### src/rtl/uart_aes_pkg.sv
// Shared types and constants for the AES encrypt-then-transmit path.
// Holds the sequencer state encoding and block/byte widths.
package uart_aes_pkg;

    localparam int BLOCK_BITS = 128;
    localparam int BYTE_BITS  = 8;

    typedef enum logic [2:0] {
        IDLE    = 3'd0,
        AES_RUN = 3'd1,
        LOAD    = 3'd2,
        SEND    = 3'd3,
        WAIT_HI = 3'd4,
        WAIT_LO = 3'd5,
        GAP     = 3'd6,
        DONE    = 3'd7
    } seq_state_e;

    // Most significant byte of a block: the next byte to go on the line.
    function automatic logic [BYTE_BITS-1:0] top_byte(
        input logic [BLOCK_BITS-1:0] blk
    );
        return blk[BLOCK_BITS-1 -: BYTE_BITS];
    endfunction

endpackage

### src/rtl/edge_detect_rise.sv
// Rising-edge detector: one delay flop plus an AND gate.
// Delay flop clears on reset, so a level already high afterwards counts once.
module edge_detect_rise (
    input  logic clk,
    input  logic reset,
    input  logic sig,
    output logic rise
);

    logic sig_q;

    // Delay the level by one cycle for edge comparison.
    always_ff @(posedge clk) begin
        if (reset) begin
            sig_q <= 1'b0;
        end else begin
            sig_q <= sig;
        end
    end

    assign rise = sig & ~sig_q;

endmodule

### src/rtl/aes_uart_tx_sequencer.sv
// Sequences one AES-128 encryption per start edge, then streams the
// ciphertext MSB byte first to a UART TX core using start/busy handshake.
module aes_uart_tx_sequencer
    import uart_aes_pkg::*;
#(
    parameter int NUM_BYTES  = 16,
    parameter int GAP_CYCLES = 0
) (
    input  logic                  clk,
    input  logic                  reset,
    input  logic                  start,
    output logic                  aes_start,
    input  logic                  aes_done,
    input  logic [BLOCK_BITS-1:0] aes_data_out,
    output logic [BYTE_BITS-1:0]  tx_data,
    output logic                  tx_start,
    input  logic                  tx_busy,
    output logic                  busy,
    output logic                  done,
    output logic [3:0]            byte_idx
);

    localparam logic [3:0]  LAST_IDX = 4'(NUM_BYTES - 1);
    localparam logic [15:0] GAP_LAST = 16'(GAP_CYCLES - 1);
    localparam bit          USE_GAP  = (GAP_CYCLES > 0);

    seq_state_e            state_q, state_d;
    logic [BLOCK_BITS-1:0] shift_q, shift_d;
    logic [3:0]            idx_q, idx_d;
    logic [15:0]           gap_q, gap_d;
    logic                  aes_start_q, aes_start_d;
    logic                  start_rise;

    edge_detect_rise u_start_edge (
        .clk   (clk),
        .reset (reset),
        .sig   (start),
        .rise  (start_rise)
    );

    // State, ciphertext shift register, byte index and gap counter.
    always_ff @(posedge clk) begin
        if (reset) begin
            state_q     <= IDLE;
            shift_q     <= '0;
            idx_q       <= '0;
            gap_q       <= '0;
            aes_start_q <= 1'b0;
        end else begin
            state_q     <= state_d;
            shift_q     <= shift_d;
            idx_q       <= idx_d;
            gap_q       <= gap_d;
            aes_start_q <= aes_start_d;
        end
    end

    // Next-state logic: encrypt, then load/send/wait per byte until done.
    always_comb begin
        state_d     = state_q;
        shift_d     = shift_q;
        idx_d       = idx_q;
        gap_d       = gap_q;
        aes_start_d = 1'b0;
        unique case (state_q)
            IDLE: begin
                if (start_rise) begin
                    state_d     = AES_RUN;
                    aes_start_d = 1'b1;
                end
            end
            AES_RUN: begin
                if (aes_done) begin
                    shift_d = aes_data_out;
                    idx_d   = '0;
                    state_d = LOAD;
                end
            end
            LOAD: begin
                if (!tx_busy) begin
                    state_d = SEND;
                end
            end
            SEND: begin
                state_d = WAIT_HI;
            end
            WAIT_HI: begin
                if (tx_busy) begin
                    state_d = WAIT_LO;
                end
            end
            WAIT_LO: begin
                if (!tx_busy) begin
                    if (idx_q == LAST_IDX) begin
                        state_d = DONE;
                    end else begin
                        shift_d = shift_q << BYTE_BITS;
                        idx_d   = idx_q + 4'd1;
                        gap_d   = '0;
                        state_d = USE_GAP ? GAP : LOAD;
                    end
                end
            end
            GAP: begin
                if (gap_q == GAP_LAST) begin
                    gap_d   = '0;
                    state_d = LOAD;
                end else begin
                    gap_d = gap_q + 16'd1;
                end
            end
            DONE: begin
                idx_d   = '0;
                state_d = IDLE;
            end
            default: begin
                state_d = IDLE;
            end
        endcase
    end

    assign aes_start = aes_start_q;
    assign tx_data   = top_byte(shift_q);
    assign tx_start  = (state_q == SEND);
    assign done      = (state_q == DONE);
    assign busy      = (state_q != IDLE);
    assign byte_idx  = idx_q;

endmodule
### config.mk
export PLATFORM = sky130hd
export DESIGN_NAME = aes_uart_tx_sequencer
export DESIGN_NICKNAME = d
export VERILOG_FILES = /design/src/rtl/uart_aes_pkg.sv /design/src/rtl/edge_detect_rise.sv /design/src/rtl/aes_uart_tx_sequencer.sv
export SDC_FILE = /design/constraint.sdc
export NUM_CORES = 1
export LEC_CHECK = 0
export CAP_MARGIN = 25
export CORE_AREA = 2 2 163 165
export DETAILED_ROUTE_END_ITERATION = 10
export DIE_AREA = 0 0 165 167
export HOLD_SLACK_MARGIN = 0.08
export MAX_ROUTING_LAYER = met4
export PLACE_DENSITY = 0.51
export REMOVE_ABC_BUFFERS = 1
export SYNTH_ARGS = -nofsm -noshare
export SYNTH_HDL_FRONTEND = slang
export SYNTH_SLANG_ARGS = --single-unit
export TNS_END_PERCENT = 100
### constraint.sdc
create_clock -name clk -period 1.9 [get_ports clk]
set_input_delay 0.285 -clock clk [delete_from_list [all_inputs] [get_ports clk]]
set_output_delay 0.285 -clock clk [all_outputs]
set_load 0.02 [all_outputs]
; Word level (Yosys, flattened, before mapping)
; Index checks and enable logic that the tools add are counted.
[word_totals]
reg_bits = 153
latch_bits = 0
ramBits = 0
rom_bits = 0
in_bits = 133
elab_cells = 58
memories = 0
[op_classes]
add_sub_neg = 2
multipliers = 0
n_div = 0
n_lt_le_gt_ge = 0
n_eq_ne = 16
shift = 0
n_mux = 21
bitwise = 3
reduce_logical = 10
[ops]
columns = operator, count
row1 = 128-bit 2-to-1 mux, 3
row2 = 128-bit case mux with 2 select lines, 1
row3 = 16-bit 2-to-1 mux, 3
row4 = 16-bit case mux with 2 select lines, 1
row5 = 3-bit case mux with 8 select lines, 1
row6 = 3-bit 2-to-1 mux, 7
row7 = "16-bit by 1-bit adder with 16-bit output, second input constant", 1
row8 = "16-bit == test, second input constant", 1
row9 = "2-bit != test, second input constant", 7
row10 = "3-bit == test, second input constant", 4
row11 = 4-bit 2-to-1 mux, 3
row12 = 4-bit case mux with 3 select lines, 1
row13 = 4-bit AND reduction, 2
row14 = "3-bit by 2-bit == test with 1-bit output, second input constant", 2
row15 = 6-bit AND reduction, 1
row16 = 3-bit nonzero test, 2
row17 = "4-bit by 1-bit adder with 4-bit output, second input constant", 1
row18 = "4-bit == test, second input constant", 1
row19 = 2-bit nonzero test, 2
row20 = "3-bit by 1-bit == test with 1-bit output, second input constant", 1
row21 = 3-bit zero test, 1
row22 = 3-bit AND reduction, 1
row23 = 1-bit NOT, 2
row24 = 2-bit OR reduction, 1
row25 = 2 further kinds, 2

; Logic depth before layout (Yosys ltp)
; Gate-level depths: netlist of the first run.
[depth]
word_depth = 4
ltp_mapped = 9
depth_no_buf = 5

; Cells and area by module
; A second synthesis of the first run with hierarchy kept.
[hier_totals]
cells_unflattened = 727
hier_area_um2 = 6907.9
[by_module_without_submodules]
columns = mod, instances, cells_each, area_per_inst_um2, seq_area_each_um2
row1 = aes_uart_tx_sequencer, 1, 724, 6860.3, 3042.9
row2 = edge_detect_rise, 1, 3, 47.5, 20.0

; Worst setup path before layout of the first run
; No wires, ideal clock.
[synth_path]
path_type = register -> register
startpoint = register idx_q[0], in the netlist byte_idx[0]
endpoint = register shift_q[10]
arrival_time_ns = 1.777
slack_ns = 0.034
path_stages_with_launch = 8
synth_period_minus_slack_ns = 1.866
cell_sequence = dfxtp_1 ha_1 nand3_2 a21oi_4 nor2_1 buf_2 buf_2 a311oi_2
[synth_between]
elab_chain_cells = 3
[synth_lines]
columns = element, line
row1 = from (decl), aes_uart_tx_sequencer.sv:29  ; logic [3:0] idx_q, idx_d;
row2 = from (signal assigned), aes_uart_tx_sequencer.sv:52  ; idx_q <= idx_d;
row3 = 4-bit == test, aes_uart_tx_sequencer.sv:94  ; if (idx_q == LAST_IDX) begin
row4 = 2-bit != test (no line), n/a
row5 = 4-bit AND reduction (no line), n/a
row6 = to (signal assigned), aes_uart_tx_sequencer.sv:51  ; shift_q <= shift_d;
row7 = to (decl), aes_uart_tx_sequencer.sv:28  ; logic [BLOCK_BITS-1:0] shift_q, shift_d;
; No other way between the ends.
; A chain may end at the register's enable or synchronous reset.

; Worst setup path in the final report of the first run
[layout_path]
startpoint = register idx_q[3], in the netlist byte_idx[3]
endpoint = output byte_idx[3]
[layout_rtl]
columns = element, line
row1 = to (decl), aes_uart_tx_sequencer.sv:20  ; output logic [3:0] byte_idx
; No word-level cell between the ends.

==> results.sh, run 1 <==
export IMPL_htree_levels=4
export IMPL_drt_iter0_markers=447
export IMPL_cts_tree="done"
export IMPL_root_buffer="clkbuf_16"
export IMPL_powerDensity_nw_per_um2=941
export IMPL_max_freq_mhz=544
export IMPL_grt_max_degree=69
export IMPL_yosys_warnings=0
export IMPL_dpl_hpwl_mm=14.4
export IMPL_synthArstFlopShare=0
export IMPL_start_util=0.297
export IMPL_ant_nets=0
export IMPL_cp_max_fo=4
export IMPL_path_class="flip-flop to output port"
export IMPL_numCtsBuffers=17
export IMPL_io_buffers=148
export IMPL_max_slew_margin=0.679
export IMPL_hp_class="primary input to flip-flop"
export IMPL_dp_slack_ns=-0.126
export IMPL_pin_count=149
export IMPL_gr_usage_all_layers=0.163
export IMPL_fin_nets=1162
export IMPL_syn_area_um2=7660
export IMPL_regToRegSetupSlack_ns=0.14
export IMPL_postRouteWirelength_mm=22.1
export IMPL_holdPathStages=2
export IMPL_grt_pass1_vias=6687
export IMPL_grt_ovfl_total=0
export IMPL_die_w_um=165
export IMPL_cts_hold_buf=0
export IMPL_hold_slack_ns=0.143
export IMPL_path_clk_slew_ns=0.07
export IMPL_antenna_found_initial=0
export IMPL_finalHoldViolations=0
export IMPL_worst_setup_path_start_kind="flip-flop"
export IMPL_core_area_um2=25800
export IMPL_power_uw=9820
export IMPL_ys_flop_type="dfxtp_1"
export IMPL_vias=7085
export IMPL_wire_per_inst_um=16.1
export IMPL_postSynthAreaPerCell_um2=8.53
export IMPL_status="finished, final reports clean"
export IMPL_clockBufferDepth=2
export IMPL_syn2layout_area_growth_pct=36.2
export IMPL_clock_sinks=153
export IMPL_worst_slew_pin_slew_ns=0.481
export IMPL_synthTopCellsByCount="nand2_1 (251), dfxtp_1 (153), a21oi_1 (143)"
export IMPL_viasPerCell=5.16
export IMPL_diodes=0
export IMPL_cp_arrival_ns=1.55
export IMPL_clk_latency_ns=0.42
export IMPL_gp_congestion=0.758
export IMPL_synthTopCellsByArea="dfxtp_1 (40%), a311oi_2 (16%), nand2_1 (12%), a21oi_1 (9.3%), a311oi_1 (4.8%)"
export IMPL_n_fill_cell=2612
export IMPL_ys_seq_area_frac=0.400
export IMPL_drive_gt1_frac=0.185
export IMPL_ir_drop_mv=0.462
export IMPL_setup_slack_ns=0.0617
export IMPL_ys_types=48
export IMPL_drt_first_pass_iters=5
export IMPL_total_leakage_power_uw=0.00358
export IMPL_min_period_ns=1.84
export IMPL_synth_top_area_cell="dfxtp_1"
export IMPL_synthCells=898
export IMPL_row_count=59
export IMPL_fin_crit_sh=0.968
export IMPL_max_cap_viol_count=0
export IMPL_die_area_um2=27600
export IMPL_setup_viol=0
export IMPL_yosysMostFrequentCell="nand2_1"
export IMPL_maxSlewViolCount=0
export IMPL_cp_required_ns=1.62
export IMPL_ys_seq_elements=153
export IMPL_rr_worst_depth=6
export IMPL_die_h_um=167
export IMPL_endpoint_kind="output port"
export IMPL_synth_edf_count=0
export IMPL_synth_top_cell_area_share=0.400
export IMPL_route_detailed_drc=0
export IMPL_grt_pass1_wl_mm=35.4
export IMPL_finalClockSkew_ns=0.0147
## registers in the layout, indices dropped and copies added (netlist names)
name,cells
aes_start,1
byte_idx,4
gap_q,16
shift_q,128
state_q,3
u_start_edge.sig_q,1
## final cells by class
cell class / count / area (um2) / area share
inverter: 6 / 22.5 / 0.00216
sequential: 153 / 3070 / 0.294
multi-input combinational: 636 / 4070 / 0.390
clock buffer: 22 / 484 / 0.0464
timing repair buffer: 213 / 2260 / 0.216
clock inverter: 9 / 114 / 0.0109
tap: 335 / 419 / 0.0402
## placed cells by master (no fill, tap or decap), drive strengths merged, types with 8 or more instances in the layout
cell type	instances
nand2	252
dfxtp	153
a21oi	145
clkdlybuf4s50	143
a311oi	122
buf	66
o21ai	23
clkbuf	22
nand4	15
nand3	9
inv	8
## metrics by stage
stage               std cells  instance area [um2]  setup TNS, ns   util
floorplan                 795                 7110       -1083.85      -
global placement         1343                 9820          -5.74  0.381
detailed placement       1343                 9820          -8.66  0.381
CTS                      1374                10400              0  0.405
global route             1374                10400       -0.00399  0.405
finish                   1374                10400              0  0.405
## metal layers
metal / vias up / track usage / wire length (um)
li1: 3536 / - / -
met1: 3367 / 0.241 / 11400
met2: 176 / 0.226 / 9420
met3: 6 / 0.0351 / 1170
met4: 0 / 0.0295 / 109
met5: - / - / 0
## worst paths after layout
| kind | startpoint | to |
|---|---|---|
| worst max-delay path | byte_idx[3]$_SDFFE_PP0P_ | byte_idx[3] |
| worst min-delay path | reset | state_q[1]$_SDFFE_PP0P_ |
| worst max register to register | byte_idx[1]$_SDFFE_PP0P_ | shift_q[114]$_SDFFE_PP0P_ |
| worst min register to register | shift_q[96]$_SDFFE_PP0P_ | shift_q[104]$_SDFFE_PP0P_ |
## repair_timing
item                       in CTS  in global routing
resized for setup               7                  5
buffers inserted                0                  0
setup endpoints to repair       3                120
## logic make-up (layout without fill, tap and decap cells)
kind of cell | Yosys count | count (layout) | share of synthesized area
adders and majority gates | 2 | 2 | 0.00327
buffers and inverters | 109 | 250 | 0.0750
xor gates and xnor gates | 3 | 3 | 0.00343
DFF | 153 | 153 | 0.400
AOI/OAI and AO/OA | 311 | 311 | 0.338
and+or+nand+nor | 320 | 320 | 0.180
## critical path: stages (launching register included)
cell,delay (ns)
dfxtp_1,0.38
buf_4,0.16
clkdlybuf4s50_1,0.60
## power breakdown
group / internal, uW / switching (uW) / total [uW]
clock: 2080 / 1420 / 3500
sequential: 3630 / 220 / 3850
combinational: 1190 / 1280 / 2470
(Power assumes the default switching activity.)
==> run 2: changes to the inputs <==
--- a/config.mk
+++ b/config.mk
@@ -6,13 +6,14 @@
 export NUM_CORES = 1
 export LEC_CHECK = 0
 export CAP_MARGIN = 25
-export CORE_AREA = 2 2 163 165
+export CORE_AREA = 2 2 188 144
 export DETAILED_ROUTE_END_ITERATION = 10
-export DIE_AREA = 0 0 165 167
+export DIE_AREA = 0 0 190 146
 export HOLD_SLACK_MARGIN = 0.08
 export MAX_ROUTING_LAYER = met4
 export PLACE_DENSITY = 0.51
 export REMOVE_ABC_BUFFERS = 1
+export SKIP_CTS_REPAIR_TIMING = 1
 export SYNTH_ARGS = -nofsm -noshare
 export SYNTH_HDL_FRONTEND = slang
 export SYNTH_SLANG_ARGS = --single-unit
==> results.sh, run 2 (synthesized netlist as in run 1, its figures left out) <==
export IMPL_viasPerCell=5.17
export IMPL_fin_nets=1153
export IMPL_final_cell_mix="nand2_1 (250), dfxtp_1 (151), clkdlybuf4s50_1 (144)"
export IMPL_n_fill_cell=2601
export IMPL_max_slew_margin=0.607
export IMPL_gp_congestion=0.783
export IMPL_grt_pass1_vias=7064
export IMPL_critPathBufInv=2
export IMPL_holdPathStages=2
export IMPL_vias=7112
export IMPL_grt_pass1_wl_mm=37.2
export IMPL_path_clk_slew_ns=0.07
export IMPL_syn2layout_area_growth_pct=34.8
export IMPL_route_detailed_drc=0
export IMPL_cts_tree="done"
export IMPL_cp_top_family="buffers and inverters"
export IMPL_htree_levels=4
export IMPL_finalClockSkew_ns=0.0134
export IMPL_cp_slowest_stage_delay_ns=0.60
export IMPL_drt_iter0_markers=411
export IMPL_dp_slack_ns=-0.131
export IMPL_critPathSlowestCell="clkdlybuf4s50_1"
export IMPL_setup_slack_ns=0.0854
export IMPL_rr_worst_depth=7
export IMPL_gr_usage_all_layers=0.171
export IMPL_clockBufferDepth=2
export IMPL_regMostFlops="shift_q"
export IMPL_root_buffer="clkbuf_16"
export IMPL_hp_class="primary input to flip-flop"
export IMPL_dpl_hpwl_mm=14.6
export IMPL_layout_commonest_cell="nand2_1"
export IMPL_largest_reg_flops=128
export IMPL_die_area_um2=27700
export IMPL_grt_max_degree=97
export IMPL_max_cap_viol_count=0
export IMPL_worst_slew_pin_slew_ns=0.589
export IMPL_status="finished, final reports clean"
export IMPL_postRouteWirelength_mm=22.8
export IMPL_die_w_um=190
export IMPL_worst_setup_path_start_kind="flip-flop"
export IMPL_drive_gt1_frac=0.177
export IMPL_min_period_ns=1.81
export IMPL_cp_max_fo=6
export IMPL_utilization=0.402
export IMPL_path_cells="buf_4 > clkdlybuf4s50_1"
export IMPL_grt_ovfl_total=0
export IMPL_clk_latency_ns=0.43
export IMPL_cp_arrival_ns=1.53
export IMPL_ant_nets=0
export IMPL_maxSlewViolCount=0
export IMPL_row_count=51
export IMPL_max_freq_mhz=551
export IMPL_ir_drop_mv=0.606
export IMPL_finalHoldViolations=0
export IMPL_die_h_um=146
export IMPL_io_buffers=148
export IMPL_drt_first_pass_iters=4
export IMPL_start_util=0.298
export IMPL_cp_required_ns=1.62
export IMPL_antenna_found_initial=1
export IMPL_fin_crit_sh=0.955
export IMPL_clock_sinks=153
export IMPL_endpoint_kind="output port"
export IMPL_setup_viol=0
export IMPL_fin_tns_setup_ns=0
export IMPL_wire_per_inst_um=16.6
export IMPL_cp_depth=2
export IMPL_pin_count=149
export IMPL_postPlaceCellArea_um2=9690
export IMPL_numCtsBuffers=17
export IMPL_finalInstanceArea_um2=10300
export IMPL_rsz0062_at_grt="no"
export IMPL_total_leakage_power_uw=0.00354
export IMPL_core_area_um2=25700
export IMPL_path_class="flip-flop to output port"
export IMPL_powerDensity_nw_per_um2=954
==> run 2: power by group <==
part | switching [uW] | internal (uW)
clock | 1470 | 2150
combinational | 1270 | 1120
sequential | 219 | 3630
==> run 2: layer usage <==
layer	vias up	track usage	wire length [um]
li1	3515	-	-
met1	3405	0.249	11800
met2	179	0.243	9630
met3	13	0.0321	1240
met5	-	-	0
met4	0	0.0407	192
==> run 2: final timing paths <==
path	from	to	slack (ns)
setup / recovery	byte_idx[2]$_SDFFE_PP0P_	byte_idx[2]	0.09
setup reg to reg	byte_idx[0]$_SDFFE_PP0P_	shift_q[100]$_SDFFE_PP0P_	0.18
hold / removal	reset	shift_q[35]$_SDFFE_PP0P_	0.19
hold reg to reg	shift_q[82]$_SDFFE_PP0P_	shift_q[90]$_SDFFE_PP0P_	0.47
==> run 2: stage by stage <==
stage,hold WS [ns],total power [uW],instances
after floorplan,0.353,5260,795
after global placement,0.458,6270,1342
after detailed placement,0.468,6300,1342
after CTS,0.177,9960,1374
after global routing,0.197,10400,1376
final,0.191,9850,1376
==> run 2: layout make-up <==
| type | instances | area, um2 | area share |
|---|---|---|---|
| inverters | 6 | 22.5 | 0.00218 |
| multi-input cells | 636 | 4060 | 0.393 |
| flip-flops and latches | 153 | 3070 | 0.297 |
| clock inverters | 13 | 165 | 0.0160 |
| repair buffers | 204 | 2140 | 0.207 |
| well taps | 344 | 430 | 0.0417 |
| diodes | 1 | 2.50 | 0.000242 |
| clock buffers | 19 | 453 | 0.0438 |
==> run 3: changes to the inputs <==
--- a/config.mk
+++ b/config.mk
@@ -6,15 +6,16 @@
 export NUM_CORES = 1
 export LEC_CHECK = 0
 export CAP_MARGIN = 25
-export CORE_AREA = 2 2 188 144
+export CORE_AREA = 2 2 179 137
 export DETAILED_ROUTE_END_ITERATION = 10
-export DIE_AREA = 0 0 190 146
+export DIE_AREA = 0 0 181 139
 export HOLD_SLACK_MARGIN = 0.08
 export MAX_ROUTING_LAYER = met4
-export PLACE_DENSITY = 0.51
+export PLACE_DENSITY_LB_ADDON = 0.05
 export REMOVE_ABC_BUFFERS = 1
 export SKIP_CTS_REPAIR_TIMING = 1
 export SYNTH_ARGS = -nofsm -noshare
 export SYNTH_HDL_FRONTEND = slang
+export SYNTH_HIERARCHICAL = 1
 export SYNTH_SLANG_ARGS = --single-unit
 export TNS_END_PERCENT = 100
==> results.sh, run 3 <==
export IMPL_clock_sinks=153
export IMPL_synth_top_area_cell="dfxtp_1"
export IMPL_ys_seq_area_frac=0.443
export IMPL_drt_first_pass_iters=4
export IMPL_finalHoldViolations=0
export IMPL_final_cell_mix="dfxtp_1 (150), clkdlybuf4s50_1 (144), nor2_1 (133)"
export IMPL_ys_seq_elements=153
export IMPL_cp_max_fo=28
export IMPL_root_buffer="clkbuf_16"
export IMPL_syn2layout_area_growth_pct=39.8
export IMPL_rr_worst_depth=9
export IMPL_synthCells=727
export IMPL_ys_types=46
export IMPL_synthTopCellsByCount="dfxtp_1 (153), nor2_1 (134), mux2i_1 (121)"
export IMPL_synthTopCellsByArea="dfxtp_1 (44%), mux2i_1 (18%), a211oi_1 (13%), nor2_1 (7.3%), buf_2 (2.8%)"
export IMPL_clk_latency_ns=0.43
export IMPL_regMostFlops="shift_q"
export IMPL_route_detailed_drc=0
export IMPL_cts_tree="done"
export IMPL_ant_nets=0
export IMPL_pin_count=149
export IMPL_endpoint_kind="flip-flop"
export IMPL_holdPathStages=4
export IMPL_powerDensity_nw_per_um2=905
export IMPL_n_fill_cell=2306
export IMPL_setup_viol=0
export IMPL_fin_crit_sh=0.962
export IMPL_largest_reg_flops=128
export IMPL_viasPerCell=4.77
export IMPL_cp_arrival_ns=2.16
export IMPL_timing_rr_end="shift_q[109]$_SDFFE_PP0P_"
export IMPL_layout_commonest_cell="dfxtp_1"
export IMPL_grt_pass1_vias=5655
export IMPL_finalInstanceArea_um2=9660
export IMPL_fin_nets=1008
export IMPL_grt_max_degree=63
export IMPL_hp_class="primary input to flip-flop"
export IMPL_grt_ovfl_total=0
export IMPL_max_cap_viol_count=0
export IMPL_path_clk_slew_ns=0.07
export IMPL_min_period_ns=1.83
export IMPL_postRouteWirelength_mm=17.7
export IMPL_row_count=49
export IMPL_startpoint="byte_idx[0]$_SDFFE_PP0P_"
export IMPL_drive_gt1_frac=0.117
export IMPL_worst_slew_pin_slew_ns=0.635
export IMPL_core_area_um2=23500
export IMPL_total_leakage_power_uw=0.00423
export IMPL_clockBufferDepth=2
export IMPL_dpl_hpwl_mm=12.2
export IMPL_die_area_um2=25200
export IMPL_finalClockSkew_ns=0.0186
export IMPL_worst_setup_path_start_kind="flip-flop"
export IMPL_synth_edf_count=0
export IMPL_ir_drop_mv=0.510
export IMPL_postSynthAreaPerCell_um2=9.50
export IMPL_yosys_warnings=6
export IMPL_syn_area_um2=6910
export IMPL_cp_required_ns=2.23
export IMPL_grt_pass1_wl_mm=28.7
export IMPL_start_util=0.293
export IMPL_multi_input_area_um2=3560
export IMPL_synthArstFlopShare=0
export IMPL_numCtsBuffers=17
export IMPL_utilization=0.410
export IMPL_vias=5692
export IMPL_yosysMostFrequentCell="dfxtp_1"
export IMPL_htree_levels=4
export IMPL_die_h_um=139
export IMPL_ys_flop_type="dfxtp_1"
export IMPL_regToRegStartpoint="byte_idx[0]$_SDFFE_PP0P_"
export IMPL_antenna_found_initial=1
export IMPL_die_w_um=181
export IMPL_drt_iter0_markers=274
export IMPL_max_freq_mhz=547
export IMPL_gp_congestion=0.791
export IMPL_gr_usage_all_layers=0.146
export IMPL_maxSlewViolCount=0
export IMPL_status="finished, final reports clean"
export IMPL_wire_per_inst_um=14.8
export IMPL_max_slew_margin=0.577
export IMPL_seq_area_um2=3070
export IMPL_regToRegSetupSlack_ns=0.07
export IMPL_postPlaceCellArea_um2=8900
export IMPL_cp_endpoint="shift_q[109]$_SDFFE_PP0P_"
export IMPL_io_buffers=148
export IMPL_synth_top_cell_area_share=0.443
export IMPL_path_class="flip-flop to flip-flop"
-- run 3: metal layers --
layer | wire (um) | vias to the layer above | part of all wire | global-route usage
met5 | 0 | - | 0 | -
met4 | 195 | 0 | 0.011 | 0.0445
met3 | 1160 | 16 | 0.065 | 0.0481
met2 | 7310 | 146 | 0.41 | 0.210
met1 | 9060 | 2560 | 0.51 | 0.193
li1 | - | 2970 | - | -
-- run 3: worst min path at each step --
stage	slack (ns)	end	from
finish	0.39	gap_q[9]$_SDFFE_PP0P_	reset
global placement	0.45	gap_q[15]$_SDFFE_PP0P_	gap_q[15]$_SDFFE_PP0P_
floorplan	0.35	state_q[0]$_SDFFE_PP0P_	reset
detailed placement	0.46	gap_q[13]$_SDFFE_PP0P_	gap_q[13]$_SDFFE_PP0P_
global route	0.41	gap_q[9]$_SDFFE_PP0P_	reset
CTS	0.38	gap_q[9]$_SDFFE_PP0P_	reset
-- run 3: worst max-delay path: stages, from the launching register on --
cell and delay [ns]:
dfxtp_1 0.33, ha_2 0.23, a31oi_2 0.20, a21oi_2 0.11
nor2b_4 0.13, buf_12 0.14, buf_12 0.13, buf_12 0.16
nor2_1 0.06, a211oi_1 0.23
-- run 3: stage by stage --
step	hold slack [ns]	TNS (ns)	setup WS, ns	cells	total power (uW)
6_report	0.394	0	0.0715	1194	8740
5_1_grt	0.409	-0.669	-0.0509	1193	9240
4_1_cts	0.383	-0.839	-0.245	1184	8810
3_5_place_dp	0.463	-13.31	-0.161	1152	5390
3_3_place_gp	0.452	-8.60	-0.0974	1152	5340
2_1_floorplan	0.347	-1071.63	-8.74	658	4810
-- run 3: final cells by class --
| type | instances | area share |
|---|---|---|
| Multi-Input combinational cell | 504 | 0.368 |
| Clock inverter | 13 | 0.0137 |
| Clock buffer | 19 | 0.0458 |
| Antenna cell | 2 | 0.000518 |
| Inverter | 2 | 0.000777 |
| Sequential cell | 153 | 0.318 |
| Tap cell | 306 | 0.0396 |
| Timing Repair Buffer | 195 | 0.213 |
-- run 3: kinds of logic (layout without fill, tap and decap cells) --
logic type	after synthesis	in the layout	synth area share
AOI/OAI and AO/OA	171	171	0.182
xor gates and xnor gates	4	4	0.00507
adders and majority gates	2	2	0.00362
buffers and inverters	71	229	0.0525
DFF	153	153	0.443
muxes	121	121	0.175
other	0	2	0
and+or+nand+nor	205	206	0.138
-- run 3: report_power, final --
part	switching [uW]	total, uW	internal, uW
clock network	1500	3370	1870
logic	725	1610	884
registers	190	3760	3570
